$ cat src/rtl/nanov_alu_seq.sv
// nanov_alu_seq: sequencer that runs a WIDTH-bit operand pair LSB-first
// through the bit-serial ALU slice nanoV_alu, one bit per clock.
//
// Ports:
//   clk, rstn            clock, asynchronous active-low reset
//   req_valid/req_ready  request handshake (req_ready = state is IDLE)
//   req_op, req_a, req_b op code and operands, sampled on the accept edge
//   flush                synchronous abort, returns to IDLE
//   res_valid/res_ready  result handshake (res_valid = state is DONE)
//   res_d, res_err       registered result, illegal-op flag
//   busy                 state is not IDLE
//
// nanoV_alu: one-bit ALU slice.
//   op      ALU op code
//   a, b    operand bits
//   cy_in   carry/borrow in
//   d       result bit
//   cy_out  carry/borrow out
//   lts     signed less-than, meaningful on the sign bit

module nanoV_alu (
  input  logic [3:0] op,
  input  logic       a,
  input  logic       b,
  input  logic       cy_in,
  output logic       d,
  output logic       cy_out,
  output logic       lts
);

  logic       b_in;
  logic [1:0] sum;

  always_comb begin
    // SUB/SLT/SLTU add the inverted B; the +1 comes in through cy_in.
    b_in   = (op[1] | op[3]) ? ~b : b;
    sum    = {1'b0, a} + {1'b0, b_in} + {1'b0, cy_in};
    cy_out = sum[1];
    // Different signs: A is lower iff A is negative. Same signs: sign of A-B.
    lts    = (a ^ b) ? a : sum[0];
    case (op[2:0])
      3'b000:  d = sum[0];
      3'b111:  d = a & b;
      3'b110:  d = a | b;
      3'b100:  d = a ^ b;
      default: d = 1'b0;
    endcase
  end

endmodule

module nanov_alu_seq #(
  parameter int WIDTH = 32,
  parameter int CW    = 6
) (
  input  logic             clk,
  input  logic             rstn,
  input  logic             req_valid,
  output logic             req_ready,
  input  logic [3:0]       req_op,
  input  logic [WIDTH-1:0] req_a,
  input  logic [WIDTH-1:0] req_b,
  input  logic             flush,
  output logic             res_valid,
  input  logic             res_ready,
  output logic [WIDTH-1:0] res_d,
  output logic             res_err,
  output logic             busy
);

  typedef enum logic [1:0] {IDLE, RUN, DONE} state_t;

  localparam logic [3:0] OP_SLT  = 4'b0010;
  localparam logic [3:0] OP_SLTU = 4'b0011;

  state_t           state_q, state_d;
  logic [CW-1:0]    cnt_q;
  logic             carry_q;
  logic [3:0]       op_q;
  logic [WIDTH-1:0] a_q, b_q, res_q;
  logic             err_q;

  logic             slice_d, slice_cy, slice_lts;
  logic             last_bit;
  logic             req_illegal;

  nanoV_alu u_slice (
    .op     (op_q),
    .a      (a_q[0]),
    .b      (b_q[0]),
    .cy_in  (carry_q),
    .d      (slice_d),
    .cy_out (slice_cy),
    .lts    (slice_lts)
  );

  always_comb begin
    case (req_op)
      4'b0000, 4'b1000, 4'b0010, 4'b0011,
      4'b0111, 4'b0110, 4'b0100: req_illegal = 1'b0;
      default:                   req_illegal = 1'b1;
    endcase
  end

  assign last_bit = (state_q == RUN) && (cnt_q == CW'(WIDTH - 1));

  always_comb begin
    state_d = state_q;
    case (state_q)
      IDLE:    if (req_valid) state_d = RUN;
      RUN:     if (last_bit)  state_d = DONE;
      DONE:    if (res_ready) state_d = IDLE;
      default: state_d = IDLE;
    endcase
    if (flush) state_d = IDLE;
  end

  always_ff @(posedge clk or negedge rstn) begin
    if (!rstn) state_q <= IDLE;
    else       state_q <= state_d;
  end

  always_ff @(posedge clk or negedge rstn) begin
    if (!rstn) begin
      cnt_q   <= '0;
      carry_q <= 1'b0;
      op_q    <= '0;
      a_q     <= '0;
      b_q     <= '0;
      res_q   <= '0;
      err_q   <= 1'b0;
    end else if (flush) begin
      cnt_q <= '0;
    end else begin
      case (state_q)
        IDLE: begin
          if (req_valid) begin
            op_q    <= req_op;
            a_q     <= req_a;
            b_q     <= req_b;
            cnt_q   <= '0;
            carry_q <= req_op[1] | req_op[3];
            err_q   <= req_illegal;
          end
        end
        RUN: begin
          a_q     <= a_q >> 1;
          b_q     <= b_q >> 1;
          carry_q <= slice_cy;
          cnt_q   <= cnt_q + CW'(1);
          // On the sign bit the compare ops replace the (all-zero) shifted
          // result with their single answer bit.
          if (last_bit && err_q)
            res_q <= '0;
          else if (last_bit && op_q == OP_SLT)
            res_q <= {{(WIDTH-1){1'b0}}, slice_lts};
          else if (last_bit && op_q == OP_SLTU)
            res_q <= {{(WIDTH-1){1'b0}}, ~slice_cy};
          else
            res_q <= {slice_d, res_q[WIDTH-1:1]};
        end
        default: ;
      endcase
    end
  end

  assign req_ready = (state_q == IDLE);
  assign res_valid = (state_q == DONE);
  assign busy      = (state_q != IDLE);
  assign res_d     = res_q;
  assign res_err   = err_q;

endmodule

$ cat config.mk
export PLATFORM = sky130hd
export DESIGN_NAME = nanov_alu_seq
export DESIGN_NICKNAME = d
export VERILOG_FILES = /design/src/rtl/nanov_alu_seq.sv
export SDC_FILE = /design/constraint.sdc
export NUM_CORES = 1
export LEC_CHECK = 0
export ABC_AREA = 1
export CAP_MARGIN = 20
export CORE_ASPECT_RATIO = 1.75
export CORE_MARGIN = 1.5
export CORE_UTILIZATION = 42
export CTS_CLUSTER_DIAMETER = 40
export CTS_CLUSTER_SIZE = 10
export DETAILED_ROUTE_END_ITERATION = 6
export PLACE_DENSITY = 0.7
export SYNTH_ARGS = -nofsm -noshare
export SYNTH_HDL_FRONTEND = slang
export SYNTH_SLANG_ARGS = --single-unit
$ cat constraint.sdc
create_clock -name clk -period 1.6 [get_ports clk]
set_input_delay 0.16 -clock clk [delete_from_list [all_inputs] [get_ports clk]]
set_output_delay 0.16 -clock clk [all_outputs]
set_load 0.1 [all_outputs]
Yosys cells after proc, flatten, opt, wreduce, memory -nomap -nowiden
Index checks and enable logic that the tools add are counted.
{"block": "totals", "elab_cells": 74, "regBits": 110}
{"block": "op_classes", "bitwise": 8, "n_eq_ne": 18, "n_mux": 21, "reduce_logical": 16, "addsub": 3}
{"operator": "$mux W32", "n": 5}
{"operator": "$pmux W32 S2", "n": 2}
{"operator": "$eq A4 B2 Y1 const B", "n": 4}
{"operator": "$eq A4 B3 Y1 const B", "n": 3}
{"operator": "$mux W6", "n": 2}
{"operator": "$pmux W6 S2", "n": 1}
{"operator": "$eq A3 B3 Y1 const B", "n": 3}
{"operator": "$reduce_and A3 Y1", "n": 3}
{"operator": "$mux W2", "n": 4}
{"operator": "$reduce_or A7 Y1", "n": 1}
{"operator": "$add A6 B1 Y6 const B", "n": 1}
{"operator": "$eq A6 B5 Y1 const B", "n": 1}
{"operator": "$ne A3 B2 Y1 const B", "n": 2}
{"operator": "$pmux W2 S3", "n": 1}
{"operator": "$eq A4 B4 Y1 const B", "n": 1}
{"operator": "$logic_and A1 B1 Y1", "n": 4}
{"operator": "$logic_not A4 Y1", "n": 1}
{"operator": "$mux W1", "n": 4}
{"operator": "$pmux W1 S4", "n": 1}
{"operator": "$reduce_and A2 Y1", "n": 2}
{"operator": "$reduce_bool A2 Y1", "n": 2}
{"operator": "$logic_not A3 Y1", "n": 1}
{"operator": "$ne A3 B3 Y1 const B", "n": 1}
{"operator": "$not A1 Y1", "n": 3}
{"operator": "other kinds (11)", "n": 13}

Longest topological paths before layout
Gate-level depths: netlist (run 1).
{"block": "logic_depth", "ltp_word": 8, "ltp_mapped": 9, "depth_no_buf": 9}

By module
From an unflattened synthesis (run 1), not the netlist that was laid out.
{"block": "hier_totals", "hier_cells": 600, "area_unflattened_um2": 5480.3}
{"mod": "nanov_alu_seq", "instances": 1, "cells_per_inst": 573, "area_each_um2": 5337.6}
{"mod": "nanoV_alu", "instances": 1, "cells_per_inst": 27, "area_each_um2": 142.6}

Least setup slack after synthesis (run 1)
OpenSTA, ideal clock, no wires.
{"block": "synth_path", "path_kind": "register to register", "from": "reg state_q[1]", "to": "reg state_q[1]", "path_stages_with_launch": 7, "synth_period_minus_slack_ps": 2225, "t_required_ps": 1537, "path_buffers": 0, "arrival_time_ps": 2162, "slack_ps": -625, "cell_sequence": "dfrtp_1 -> inv_2 -> nor2_1 -> nand2_1 -> o211ai_1 -> o21ai_1 -> inv_1"}
{"block": "synth_between", "word_cells_on_any_way": 10, "classes_between": "5 x eq/ne; 2 x mux; 3 x reduce/logical"}
{"item": "start, declared", "line_no": "76", "source": "state_t state_q, state_d;"}
{"item": "start signal, assigned", "line_no": "120", "source": "else state_q <= state_d;"}
{"item": "$eq A2 B2 Y1 (*)"}
{"item": "named net res_valid", "line_no": "64", "source": "output logic res_valid,"}
{"item": "$ne A3 B2 Y1 (no source line) or $pmux W2 S3 (tied branches)"}
{"item": "$reduce_and A3 Y1 (no source line) or $mux W2 (tied branches)"}
The timed path passes the listed nets; every way through them passes the cells marked *.
A chain may end at the register's enable or synchronous reset.

Worst setup path in the final report (run 1)
{"block": "layout_path", "from": "reg op_q[1]", "to": "reg res_q[0] (netlist: res_d[0])"}
{"block": "layout_between", "elab_chain_cells": 8, "word_cells_on_any_way": 13, "classes_between": "2 x add/sub; 2 x eq/ne; 5 x mux; 2 x bitwise; 2 x reduce/logical"}
{"item": "start, declared", "line_no": "79", "source": "logic [3:0] op_q;"}
{"item": "start signal, assigned", "line_no": "138", "source": "op_q <= req_op;"}
{"item": "$or A1 B1 Y1", "line_no": "36", "source": "b_in = (op[1] | op[3]) ? ~b : b;"}
{"item": "$mux W1", "line_no": "36"}
{"item": "$add A1 B1 Y2", "line_no": "37", "source": "sum = {1'b0, a} + {1'b0, b_in} + {1'b0, cy_in};"}
{"item": "$add A2 B1 Y2", "line_no": "37"}
{"item": "$not A1 Y1", "line_no": "158", "source": "res_q <= {{(WIDTH-1){1'b0}}, ~slice_cy};"}
{"item": "$mux W32", "line_no": "157", "source": "else if (last_bit && op_q == OP_SLTU)"}
{"item": "$mux W32 (*)", "line_no": "155", "source": "else if (last_bit && op_q == OP_SLT)"}
{"item": "$mux W32 (*)", "line_no": "153", "source": "if (last_bit && err_q)"}
{"item": "end signal, assigned", "line_no": "156", "source": "res_q <= {{(WIDTH-1){1'b0}}, slice_lts};"}
{"item": "end signal, assigned", "line_no": "158"}
{"item": "end signal, assigned", "line_no": "160", "source": "res_q <= {slice_d, res_q[WIDTH-1:1]};"}
{"item": "end, declared", "line_no": "80", "source": "logic [WIDTH-1:0] a_q, b_q, res_q;"}
Every way passes the cells marked *; elsewhere a longest branch is shown, timed or not.

==> summary.md, run 1 <==
| Metric | Value |
|---|---|
| Core area | `12100 um2` |
| Worst-Skew Late Latency | `350 ps` |
| Worst Setup End Kind | `register` |
| Post-Synth XOR/XNOR Area | `0.334%` |
| Filler instances | `1032` |
| Mapped Cells | `610` |
| Vias in the first global route | `4519` |
| Final Hold Vio Count | `0` |
| Drt total wl | `12800 um` |
| Worst reg2reg setup slack | `-80 ps` |
| Share of cells above drive strength 1 | `20.4%` |
| Required time of the critical path | `1850 ps` |
| DR iter-0 viols | `224` |
| Met2 wire len | `7070 um` |
| Final WS setup | `-84.9 ps` |
| Num rows | `53` |
| Port Buffer Count | `108` |
| Vias/cell | `5.14` |
| DR pass1 iterations | `5` |
| DP Wirelength | `8930 um` |
| Multiplexer share of the synthesized area | `0%` |
| Worst-path clk slew | `80 ps` |
| Total track usage | `19.9%` |
| Initial Util | `43.4%` |
| Synthesis-stage register bit count | `110` |
| Sink Count | `110` |
| Layout net count | `807` |
| Reg2reg start | `op_q[1]` |
| Layout area overhead | `42.3%` |
| Hold WC Path Type | `input port to asynchronous set/reset pin` |
| WS Path Type | `register to register` |
| Largest family of logic cells by synthesized area | `simple AND/OR/NAND/NOR gates` |
| Die W | `87.4 um` |
| Total CTS buffers | `9` |
| Avg Cell Area, Syn | `8.59 um2` |
| Remaining global-route overflow | `0` |
| DIE AREA | `13200 um2` |
| H-tree depth | `3` |
| Peak supply drop | `0.639 mV` |
| Post-Synth Adder-Cell Area | `1.10%` |
| Post-synthesis compound-gate area fraction | `14.7%` |
| Routed Antenna Nets | `0` |
| Status | `complete, but fails checks` |
| Most frequent cells in the layout | `148 x nand2_1, 127 x a21oi_1, 108 x dfrtp_1` |
| Height of the die | `151 um` |
| Tmin final | `1680 ps` |
| WP data arrival | `1930 ps` |
| CTS tree | `yes` |
| Met3 Wirelength | `408 um` |
| GPL Wtd Cong | `0.869` |
| Reg-to-Reg End | `res_d[0]` |
| CTS max path bufs | `2` |
| Root Driver | `clkbuf_16` |
| Sequential-to-total area share from yosys stat | `52.5%` |
| Leak | `3.30 nW` |
| First-pass GRT wire length | `20600 um` |
| Final Setup Violations | `2` |
| Vias post-DR | `4630` |
| Post-synthesis cell type count | `26` |
| RSZ-0062 raised after global routing | `yes` |
| Reg2Reg Depth | `9` |
| Final core occ | `61.8%` |
| Synth warnings | `0` |
| Power Density | `1170 nW/um2` |
| Antenna diodes | `0` |
| Leading cell type in the layout, fill and taps excluded | `nand2_1` |
| Setup TNS | `-114 ps` |
| Synth Area in Simple Gates | `24.6%` |
| DRC viols | `0` |
| Synthesized Nets | `687` |
| Slew Limit Headroom | `67.7%` |
| Fin crit share | `105%` |
| Cell area after synthesis | `5240 um2` |
| Max-cap viol count | `0` |
| Setup crit start kind | `register` |
| Placement Setup Slack | `-75.8 ps` |
| Fin Hold WS | `304 ps` |
| Routed length per instance | `14.2 um` |
| Largest net degree at the start of global routing | `65` |
| Crit-path max FO | `2` |
| Met1 WL | `4960 um` |
| Worst Tran Pin Value | `484 ps` |
| Initial antenna violation count | `0` |
| Fmax | `594 MHz` |
| Final Max Slew Viols | `0` |
| Failing checks | `setup timing` |
| Clk_skew | `8.47 ps` |
| Ports | `109` |
| Highest metal used | `met4` |
critical path, stage by stage, from the launching register on:
cell and delay (ps):
dfrtp_1 390, nor2_2 130, xor2_1 180, fa_1 480, nor2_1 130, a21oi_1 50, nor2_1 80, nor2_1 40
nand2_1 50, nand2_1 40
registers in the layout, indices dropped and copies added, names as in the netlist:
| name | cells |
|---|---|
| b_q | 32 |
| op_q | 4 |
| carry_q | 1 |
| state_q | 2 |
| res_d | 32 |
| a_q | 32 |
| cnt_q | 6 |
| res_err | 1 |
how the worst max path moves through the flow:
stage	from	to	slack, ps	cells past startpoint
6_report	op_q[1]	res_d[0]	-80	9
3_3_place_gp	op_q[1]	res_d[0]	-6	9
4_1_cts	op_q[3]	res_d[0]	-80	9
2_1_floorplan	op_q[1]	res_d[0]	5	9
3_5_place_dp	op_q[1]	res_d[0]	-80	9
5_1_grt	op_q[1]	res_d[0]	-180	9
layer usage:
layer | vias to the layer above | global-route usage, %
li1 | 2239 | -
met4 | 0 | 8.81
met1 | 2252 | 22.8
met3 | 24 | 3.27
met5 | - | 0
met2 | 115 | 35.8
cells by family after synthesis:
family / Yosys count
fa+ha+maj: 4
compound gates: 149
flops: 110
simple gates: 280
buf+inv: 65
xor+xnor: 2
stage by stage:
stage / instances / instance area, um2 / total power, mW
2_1_floorplan: 610 / 5260 / 5.41
3_3_place_gp: 872 / 7000 / 6.50
3_5_place_dp: 872 / 7000 / 6.59
4_1_cts: 890 / 7300 / 8.75
5_1_grt: 900 / 7460 / 9.16
6_report: 900 / 7460 / 8.73
power by group:
group	internal [mW]	switching, mW	total, mW
Sequential	3.26	0.389	3.65
Combinational	1.14	1.78	2.92
Clock	1.09	1.07	2.15
Total	5.49	3.24	8.73
synthesized netlist by cell type:
cell	count	area, um2
a31oi_1	1	6.26
inv_2	5	18.8
xor2_1	2	17.5
o221ai_1	1	8.76
nand4_1	2	12.5
nor2_8	1	20.0
nand3_2	30	300
buf_2	25	125
inv_1	23	86.3
o21ai_0	11	55.1
o211ai_1	3	22.5
buf_4	3	22.5
a22oi_1	2	15.0
ha_1	3	37.5
dfrtp_1	110	2750
a22o_1	1	8.76
fa_1	1	20.0
o21ai_1	1	5.00
a21oi_1	128	641
a32o_1	1	10.0
nor2_2	3	18.8
nand3_1	10	50.1
nand2_1	156	586
nand2_2	3	18.8
nor2_1	75	282
buf_6	9	101
timing repair:
| action | 4_1_cts | 5_1_grt |
|---|---|---|
| hold buffers | 1 | 0 |
| pin swaps | 7 | 8 |
| buffers inserted | 1 | 7 |
| endpoints found under the hold margin | 32 | 0 |
| endpoints found under the setup margin | 32 | 33 |
| resized for setup | 2 | 26 |
| gates cloned | 0 | 3 |
layout make-up:
type                    count  area, um2  area share, %
repair buffers            146       1890           25.4
multi-input cells         435       2210           29.7
clock buffers              10        229           3.07
flip-flops and latches    110       2760           36.9
inverters                  28        109           1.46
clock inverters             6       53.8          0.721
well taps                 165        206           2.77
Note: power is estimated with default switching activity, not from simulation.
==> inputs of run 2 (changes only) <==
Settings changed: CORE_MARGIN 1.5 to 2.
==> summary.md, run 2 (synthesis results as in run 1) <==
| Metric | Value |
|---|---|
| Initial antenna violation count | `0 (unchanged)` |
| Setup crit start kind | `register (unchanged)` |
| Final WS setup | `-67.5 ps (was -84.9 ps)` |
| Reg2reg start | `op_q[1] (unchanged)` |
| Leak | `3.31 nW (was 3.30 nW)` |
| DIE AREA | `13400 um2 (was 13200 um2)` |
| Largest net degree at the start of global routing | `65 (unchanged)` |
| CTS max path bufs | `2 (unchanged)` |
| Tot Pwr | `8.80 mW (was 8.73 mW)` |
| H-tree depth | `3 (unchanged)` |
| Slew Limit Headroom | `72.7% (was 67.7%)` |
| Initial Util | `42.6% (was 43.4%)` |
| DP Wirelength | `8980 um (was 8930 um)` |
| Height of the die | `152 um (was 151 um)` |
| Crit-path max FO | `2 (unchanged)` |
| Routed Antenna Nets | `0 (unchanged)` |
| Clk_skew | `10.0 ps (was 8.47 ps)` |
| Crit-path max cell delay | `470 ps (was 480 ps)` |
| Total track usage | `19.7% (was 19.9%)` |
| CTS tree | `yes (unchanged)` |
| Core area | `12300 um2 (was 12100 um2)` |
| Worst path cell trace | `nor2_2 > xor2_1 > fa_1 > nor2_1 > a21oi_1 > nor2_1 > nor2_1 > nand2_1 > nand2_1 (unchanged)` |
| Leading cell type in the layout, fill and taps excluded | `nand2_1 (unchanged)` |
| Max stage delay cell, worst path | `fa_1 (unchanged)` |
| GPL Wtd Cong | `0.817 (was 0.869)` |
| Worst reg2reg setup slack | `-70 ps (was -80 ps)` |
| Fin area | `7430 um2 (was 7460 um2)` |
| Max-cap viol count | `0 (unchanged)` |
| Dpl cell area | `6970 um2 (was 7000 um2)` |
| Final Setup Violations | `17 (was 2)` |
| Final Max Slew Viols | `0 (unchanged)` |
| DR pass1 iterations | `4 (was 5)` |
| Worst Tran Pin Value | `410 ps (was 484 ps)` |
| Tmin final | `1670 ps (was 1680 ps)` |
| Peak supply drop | `0.562 mV (was 0.639 mV)` |
| DR iter-0 viols | `224 (unchanged)` |
| Fin crit share | `104% (was 105%)` |
| First-pass GRT wire length | `20900 um (was 20600 um)` |
| Routed length per instance | `14.1 um (was 14.2 um)` |
| Layout area overhead | `41.8% (was 42.3%)` |
| Vias/cell | `5.11 (was 5.14)` |
| RSZ-0062 raised after global routing | `yes (unchanged)` |
| Fmax | `600 MHz (was 594 MHz)` |
| Vias in the first global route | `4584 (was 4519)` |
| WP data arrival | `1910 ps (was 1930 ps)` |
| Final Hold Vio Count | `0 (unchanged)` |
| DRC viols | `0 (unchanged)` |
| Required time of the critical path | `1840 ps (was 1850 ps)` |
| Ports | `109 (unchanged)` |
| Most frequent CP cell | `nor2_1 (unchanged)` |
| Worst-path clk slew | `70 ps (was 80 ps)` |
| Power Density | `1180 nW/um2 (was 1170 nW/um2)` |
| Num rows | `54 (was 53)` |
| Total CTS buffers | `9 (unchanged)` |
| Antenna diodes | `0 (unchanged)` |
| Remaining global-route overflow | `0 (unchanged)` |
| Root Driver | `clkbuf_16 (unchanged)` |
| Most frequent cells in the layout | `151 x nand2_1, 127 x a21oi_1, 108 x dfrtp_1 (was 148 x nand2_1, 127 x a21oi_1, 108 x dfrtp_1)` |
| Failing checks | `setup timing (unchanged)` |
| Die W | `88.4 um (was 87.4 um)` |
| Crit path buf inv count | `0 (unchanged)` |
| Hold WC Path Type | `input port to asynchronous set/reset pin (unchanged)` |
| Status | `complete, but fails checks (unchanged)` |
| Top delay family on crit path | `adder cells (unchanged)` |
| WS Path Type | `register to register (unchanged)` |
| Critical Path Source | `op_q[1] (unchanged)` |
| Drt total wl | `12700 um (was 12800 um)` |
| Share of cells above drive strength 1 | `19.5% (was 20.4%)` |
| Placement Setup Slack | `-63.1 ps (was -75.8 ps)` |
| Layout net count | `807 (unchanged)` |
| Sink Count | `110 (unchanged)` |
| Port Buffer Count | `108 (unchanged)` |
| Vias post-DR | `4611 (was 4630)` |
| Worst Setup End Kind | `register (unchanged)` |
| Worst-Skew Late Latency | `350 ps (about the same)` |
## run 2: cell types whose count changed in the layout (fill, tap and decap cells not counted), moves of 2 or more
cell / before / now
buf_4: 22 / 25
nand2_2: 8 / 5
clkbuf_1: 1 / 3
inv_1: 19 / 21
inv_2: 8 / 6
nand2_1: 148 / 151
inv_6: 3 / 1
buf_12: 47 / 44
## run 2: what timing repair did
item,CTS,global route
gates resized for setup,2,21
endpoints found under the setup margin,32,42
hold endpoints to repair,25,0
hold buffers,1,0
gates cloned,0,3
pin swaps,5,11
buffers inserted,1,7
## run 2: worst paths after layout
path                            end  cells after the start
max                        res_d[0]                      9
max reg2reg                res_d[0]                      9
min in group clk            b_q[31]                      3
max in group asynchronous   a_q[11]                      3
min reg2reg                 b_q[31]                      2
min                        cnt_q[0]                      2
## run 2: cell type report
cell class / count / area (um2)
Clock buffer: 13 / 250
Tap cell: 168 / 210
Multi-Input combinational cell: 435 / 2200
Fill cell: 1072 / 4870
Inverter: 28 / 109
Timing Repair Buffer: 146 / 1870
Clock inverter: 3 / 43.8
Sequential cell: 110 / 2760
## run 2: power breakdown
part | switching (mW) | leakage [nW] | internal [mW]
Sequential | 0.392 | 1.34 | 3.26
Combinational | 1.78 | 1.83 | 1.14
Clock | 0.964 | 0.144 | 1.26
Total | 3.14 | 3.31 | 5.66
## run 2: layer usage
| metal | up-vias | share of wire (%) | global-route usage, % |
|---|---|---|---|
| met3 | 37 | 3.0 | 3.09 |
| met2 | 121 | 55 | 34.5 |
| li1 | 2234 | - | - |
| met5 | - | 0 | 0 |
| met1 | 2219 | 38 | 23.2 |
| met4 | 0 | 3.8 | 9.24 |
## run 2: through the flow
| step | std cells | hold slack, ps | setup TNS [ps] | utilization [%] |
|---|---|---|---|---|
| after floorplan | 610 | -136 | 0 | - |
| after global placement | 875 | 113 | -12.7 | 56.7 |
| after detailed placement | 875 | 115 | -206 | 56.7 |
| after CTS | 893 | 292 | -134 | 59.3 |
| after global routing | 903 | 317 | -4160 | 60.4 |
| final | 903 | 284 | -902 | 60.4 |
==> inputs of run 3 (changes only) <==
Settings changed: SYNTH_HIERARCHICAL set to 1.
==> summary.md, run 3 <==
| Metric | Value |
|---|---|
| Status | `complete, but fails checks (unchanged)` |
| Failing checks | `setup timing (unchanged)` |
| Slew Limit Headroom | `73.9% (was 72.7%)` |
| Tmin final | `1630 ps (was 1670 ps)` |
| Synthesis-stage register bit count | `110 (unchanged)` |
| Reg2Reg Depth | `10 (was 9)` |
| Die W | `90.4 um (was 88.4 um)` |
| Mapped Cells | `600 (was 610)` |
| H-tree depth | `3 (unchanged)` |
| Sink Count | `110 (unchanged)` |
| First-pass GRT wire length | `20600 um (was 20900 um)` |
| CTS max path bufs | `2 (unchanged)` |
| Fin crit share | `102% (was 104%)` |
| Synth top cells by count | `114 x nand2_1, 110 x dfrtp_1, 102 x inv_1 (was 156 x nand2_1, 128 x a21oi_1, 110 x dfrtp_1)` |
| Routed Antenna Nets | `0 (unchanged)` |
| Post-Synth XOR/XNOR Area | `0.160% (was 0.334%)` |
| Most frequent CP cell | `nand2_1 (was nor2_1)` |
| Reg-to-Reg End | `res_d[0] (unchanged)` |
| Met3 Wirelength | `514 um (was 381 um)` |
| Placement Setup Slack | `-78.5 ps (was -63.1 ps)` |
| WP data arrival | `1920 ps (was 1910 ps)` |
| Max-cap viol count | `0 (unchanged)` |
| Initial Util | `42.6% (about the same)` |
| Hold WC Path Type | `input port to asynchronous set/reset pin (unchanged)` |
| Setup crit start kind | `register (unchanged)` |
| Crit-path max FO | `2 (unchanged)` |
| Worst Tran Pin Value | `390 ps (was 410 ps)` |
| Post-synthesis cell type count | `35 (was 26)` |
| Top cell type's share of synthesized area | `50.2% (was 52.5%)` |
| Layout area overhead | `39.8% (was 41.8%)` |
| Final WS setup | `-31.7 ps (was -67.5 ps)` |
| Initial antenna violation count | `0 (unchanged)` |
| Routed length per instance | `13.9 um (was 14.1 um)` |
| Synth Area in Simple Gates | `13.9% (was 24.6%)` |
| Port Buffer Count | `108 (unchanged)` |
| Final Setup Violations | `1 (was 17)` |
| GPL Wtd Cong | `0.841 (was 0.817)` |
| CTS tree | `yes (unchanged)` |
| Vias post-DR | `4492 (was 4611)` |
| Vias in the first global route | `4658 (was 4584)` |
| Worst-Skew Late Latency | `350 ps (about the same)` |
| DR pass1 iterations | `4 (unchanged)` |
| Multiplexer share of the synthesized area | `0% (unchanged)` |
| Largest family of logic cells by synthesized area | `compound AO/OA/AOI/OAI gates (was simple AND/OR/NAND/NOR gates)` |
| Leading cell type in the layout, fill and taps excluded | `nand2_1 (unchanged)` |
| EDFF count, synth | `0 (unchanged)` |
| Drt total wl | `12400 um (was 12700 um)` |
| DP Cell Count | `869 (was 875)` |
| Most numerous cell in the Yosys netlist | `nand2_1 (unchanged)` |
| Core area | `12900 um2 (was 12300 um2)` |
| Worst path cell trace | `nor2_2 > xor2_1 > fa_1 > o21ai_1 > inv_1 > nand4_1 > nand2_1 > inv_1 > nand2_1 > nand2_1 (was nor2_2 > xor2_1 > fa_1 > nor2_1 > a21oi_1 > nor2_1 > nor2_1 > nand2_1 > nand2_1)` |
| Post-synthesis compound-gate area fraction | `22.3% (was 14.7%)` |
| Top FF cell, synth | `dfrtp_1 (unchanged)` |
| Asr flop ratio synth | `100% (unchanged)` |
| Clk_skew | `6.52 ps (was 10.0 ps)` |
| Final core occ | `59.5% (was 60.4%)` |
| Height of the die | `155 um (was 152 um)` |
| Dpl cell area | `7210 um2 (was 6970 um2)` |
| Met2 wire len | `6530 um (was 6970 um)` |
| Worst reg2reg setup slack | `-30 ps (was -70 ps)` |
| Ports | `109 (unchanged)` |
| Layout net count | `795 (was 807)` |
| Cell area after synthesis | `5480 um2 (was 5240 um2)` |
| Leading area contributor after synthesis | `dfrtp_1 (unchanged)` |
| Crit-path max cell delay | `450 ps (was 470 ps)` |
| Final Hold Vio Count | `0 (unchanged)` |
| Power Density | `1600 nW/um2 (was 1180 nW/um2)` |
| Filler instances | `1099 (was 1072)` |
| Fmax | `613 MHz (was 600 MHz)` |
| Highest metal used | `met4 (unchanged)` |
| Antenna diodes | `0 (unchanged)` |
| Most frequent cells in the layout | `113 x nand2_1, 108 x dfrtp_1, 100 x inv_1 (was 151 x nand2_1, 127 x a21oi_1, 108 x dfrtp_1)` |
| Post-Synth Adder-Cell Area | `1.05% (was 1.10%)` |
| Fin area | `7660 um2 (was 7430 um2)` |
| Num rows | `55 (was 54)` |
| Total track usage | `17.7% (was 19.7%)` |
| Top cells by area, synth | `dfrtp_1 50%, nand2_1 7.8%, inv_1 7.0% (was dfrtp_1 53%, a21oi_1 12%, nand2_1 11%)` |
| Final Max Slew Viols | `0 (unchanged)` |
| Worst-path clk slew | `70 ps (about the same)` |
| DIE AREA | `14000 um2 (was 13400 um2)` |
| RSZ-0062 raised after global routing | `yes (unchanged)` |
| Peak supply drop | `0.602 mV (was 0.562 mV)` |
| Synth warnings | `6 (was 0)` |
| Tot Pwr | `12.3 mW (was 8.80 mW)` |
| Largest net degree at the start of global routing | `74 (was 65)` |
| Vias/cell | `5.02 (was 5.11)` |
| Max stage delay cell, worst path | `fa_1 (unchanged)` |
| Share of cells above drive strength 1 | `21.3% (was 19.5%)` |
| WS Path Type | `register to register (unchanged)` |
| Synthesized Nets | `677 (was 687)` |
| Total CTS buffers | `9 (unchanged)` |
| Required time of the critical path | `1890 ps (was 1840 ps)` |
| DR iter-0 viols | `202 (was 224)` |
| Sequential-to-total area share from yosys stat | `50.2% (was 52.5%)` |
| Reg2reg start | `op_q[3] (was op_q[1])` |
| Met1 WL | `5050 um (was 4890 um)` |
| DRC viols | `0 (unchanged)` |
| Root Driver | `clkbuf_16 (unchanged)` |
| Worst Setup End Kind | `register (unchanged)` |
| Remaining global-route overflow | `0 (unchanged)` |
| DP Wirelength | `8900 um (was 8980 um)` |
| Non-filler cells, final | `894 (was 903)` |
| Avg Cell Area, Syn | `9.13 um2 (was 8.59 um2)` |
| Leak | `3.38 nW (was 3.31 nW)` |
[run 3: cell types whose count changed after synthesis, sizes merged, moves of 9 or more]
cell,delta
a21oi,-121
o21ai,+90
inv,+79
nor2,-60
o211ai,+55
nand2,-41
nand3,-18
buf,-12
clkbuf,+9
[run 3: what timing repair did]
| item | 4_1_cts | 5_1_grt |
|---|---|---|
| hold buffers | 1 | 0 |
| pin swaps | 2 | 4 |
| setup endpoints to repair | 32 | 39 |
| buffers inserted | 1 | 5 |
| cloned | 0 | 2 |
| hold endpoints to repair | 110 | 0 |
| gates resized for setup | 3 | 13 |
[run 3: critical path: cells and delay by family, from the launching register on]
family / cells / cell delay (ps)
XOR/XNOR: 1 / 170
buffers and inverters: 2 / 100
flip-flops: 1 / 390
AO/OA/AOI/OAI: 1 / 140
AND/OR/NAND/NOR: 5 / 320
adder cells (fa/ha/maj): 1 / 450
[run 3: per-stage QoR]
step / hold slack (ps) / TNS [ps]
after floorplan: -136 / -18880
after global placement: 171 / -34.9
after detailed placement: 175 / -423
after CTS: 357 / -98.1
after global routing: 370 / -1250
final: 334 / -31.7
[run 3: metal layers]
metal | up-vias | global-route usage [%]
met2 | 128 | 32.0
met1 | 2138 | 20.1
met5 | - | 0
met3 | 21 | 2.76
li1 | 2205 | -
met4 | 0 | 9.08
[run 3: worst max path at each step]
stage                    start        to  slack [ps]  depth (start not counted)
CTS                    op_q[3]  res_d[0]         -70                         10
global placement       op_q[3]  res_d[0]         -30                         10
detailed placement     op_q[3]  res_d[0]         -80                         10
floorplan           state_q[1]   res_err        -730                          5
global route           op_q[3]  res_d[0]        -210                         10
finish                 op_q[3]  res_d[0]         -30                         10
[run 3: report_power, final]
part | switching (mW) | leakage (nW) | internal (mW)
clock | 1.00 | 0.145 | 1.31
sequential | 0.549 | 1.38 | 3.46
combinational | 3.82 | 1.85 | 2.14
total | 5.37 | 3.38 | 6.91
[run 3: cell families after synthesis]
| group | Yosys count |
|---|---|
| adder cells (fa/ha/maj) | 4 |
| buffers and inverters | 141 |
| XOR/XNOR | 1 |
| AND/OR/NAND/NOR | 170 |
| AO/OA/AOI/OAI | 174 |
| flip-flops | 110 |
[run 3: area by class of cell]
type	count	area, um2	share of cell area (%)
inverters	107	413	5.39
multi-input cells	349	2140	27.9
clock inverters	4	53.8	0.702
flip-flops and latches	110	2760	36.0
repair buffers	141	1830	23.8
well taps	171	214	2.79
clock buffers	12	256	3.35
==> RTL edit, RTL diff (flow settings as in run 2) <==
Encoding of `state_t`: now one-hot (3 bits for 3 states).
--- a/src/rtl/nanov_alu_seq.sv
+++ b/src/rtl/nanov_alu_seq.sv
@@ -68,7 +68,7 @@
   output logic             busy
 );
 
-  typedef enum logic [1:0] {IDLE, RUN, DONE} state_t;
+  typedef enum logic [2:0] {IDLE = 3'b001, RUN = 3'b010, DONE = 3'b100} state_t;
 
   localparam logic [3:0] OP_SLT  = 4'b0010;
   localparam logic [3:0] OP_SLTU = 4'b0011;
Formal check against the unedited RTL: no difference found for any inputs over 4 cycles, from zero or initial values and one cycle with rstn low; so few cycles prove little.
==> RTL edit against run 2 <==
- worst setup slack lost 130 ps
- routed wire length increased by 33%
- maximum frequency shrank 7.0%
- total power decreased by 6.2%
- clock power grew 6%
- area after synthesis grew 1.8%
- the flow still finishes with violations (setup timing)
- die area up 1.7%
- cell area grew 18%
- sequential cell count up 1
- sequential power fell by 5%
- first-iteration DRC count rose by 53%
==> RTL edit: results (changes against run 2) <==
- Status: complete, but fails checks (unchanged)
- Failing checks: setup timing (unchanged)
- Leak Pwr: 4.206 nW (was 3.307 nW)
- Final setup violation count: 97 (was 17)
- Post-synthesis adder-cell area fraction: 1.079% (was 1.098%)
- Delay-heaviest family, CP: flip-flops (was adder cells)
- VDD IR max: 0.7276 mV (was 0.5616 mV)
- Slowest-stage cell, CP: dfstp_2 (was fa_1)
- First-pass GRT wire length: 22670 um (was 20910 um)
- Area contributors post-synth: dfrtp_1 52%, nand2_1 15%, o21ai_0 11% (was dfrtp_1 53%, a21oi_1 12%, nand2_1 11%)
- Worst R2R Path Depth: 8 (was 9)
- GPL Wtd Cong: 0.7866 (was 0.8165)
- Vias in the first global route: 4894 (was 4584)
- Synth Net Count: 751 (was 687)
- All-Layer GR Usage: 20.93% (was 19.68%)
- Layout cells sized above 1: 30.30% (was 19.46%)
- Worst-path fanout max: 8 (was 2)
- Worst-Margin Slew: 513.0 ps (was 410.2 ps)
- XOR/XNOR Fraction of Synth Area: 0.1642% (was 0.3342%)
- Number of DRC markers in iteration 0: 343 (was 224)
- Largest net degree at the start of global routing: 50 (was 65)
- Critical Path End: b_q[17]$_DFFE_PN0P_ (was res_d[0]$_DFFE_PN0P_)
- Yosys cell types: 31 (was 26)
- DP Wirelength: 9046 um (was 8981 um)
- Worst Skew: 9.948 ps (was 10.02 ps)
- # diodes: 0 (unchanged)
- Wire per inst: 16.87 um (was 14.09 um)
- Final #Nets: 907 (was 807)
- Final WS setup: -193.0 ps (was -67.45 ps)
- Worst path max stage delay: 570 ps (was 470 ps)
- Cell Area, Placed: 0.007118 mm^2 (was 0.006974 mm^2)
- Synth top cells by count: 214 x nand2_1, 112 x o21ai_0, 110 x dfrtp_1, 83 x inv_1, 42 x nand3_1 (was 156 x nand2_1, 128 x a21oi_1, 110 x dfrtp_1, 75 x nor2_1, 30 x nand3_2)
- Setup crit start: state_q[0]$_DFFE_PN1P_ (was op_q[1]$_DFFE_PN0P_)
[RTL edit: what timing repair did]
item	CTS	global route
setup endpoints to repair	95	102
resized for setup	26	183
setup buffers	4	13
cloned	4	25
hold endpoints to repair	16	0
pin swaps	5	7
hold buffers	1	0
[RTL edit: stage by stage]
stage / instances / TNS (ps) / power [mW] / setup slack [ps]
finish: 1003 / -11590 / 8.253 / -193.0
global route: 1003 / -15120 / 8.621 / -199.2
CTS: 966 / -1210 / 7.670 / -93.64
detailed placement: 942 / -6428 / 5.238 / -222.8
global placement: 942 / -2258 / 5.161 / -114.2
floorplan: 674 / -27200 / 4.510 / -384.8
[RTL edit: routing by layer]
| metal | global-route usage (%) | part of all wire [%] | wire length [um] |
|---|---|---|---|
| met1 | 25.44 | 38 | 6443 |
| met3 | 3.294 | 3.0 | 505 |
| met4 | 7.534 | 2.7 | 463 |
| met5 | 0 | 0 | 0 |
| met2 | 36.47 | 56 | 9505 |
[RTL edit: worst min path at each step]
stage,endpoint,slack (ps),cells past startpoint
after floorplan,a_q[0]$_DFFE_PN0P_,-140,0
after global placement,b_q[5]$_DFFE_PN0P_,50,1
after detailed placement,b_q[3]$_DFFE_PN0P_,50,1
after CTS,b_q[4]$_DFFE_PN0P_,240,2
after global routing,b_q[3]$_DFFE_PN0P_,250,2
final,b_q[3]$_DFFE_PN0P_,230,2
[RTL edit: logic make-up (layout without fill, tap and decap cells)]
| group | count (synthesis) | in the layout |
|---|---|---|
| buffers and inverters | 121 | 280 |
| flip-flops | 111 | 111 |
| XOR/XNOR | 1 | 1 |
| adder cells (fa/ha/maj) | 4 | 4 |
| AO/OA/AOI/OAI | 156 | 158 |
| AND/OR/NAND/NOR | 281 | 281 |
[RTL edit: report_power, final]
group          leakage, nW  internal [mW]  switching, mW
clock                0.145           1.31           1.06
combinational         2.63           1.07           1.34
sequential            1.43           3.27          0.208
[RTL edit: final cells by class]
class / count / area (um^2)
timing repair buffer: 178 / 2571
tap: 168 / 210.2
clock buffer: 12 / 256.5
multi-input combinational: 444 / 2539
fill: 926 / 3690
sequential: 111 / 2781
inverter: 86 / 330.3
clock inverter: 4 / 53.80
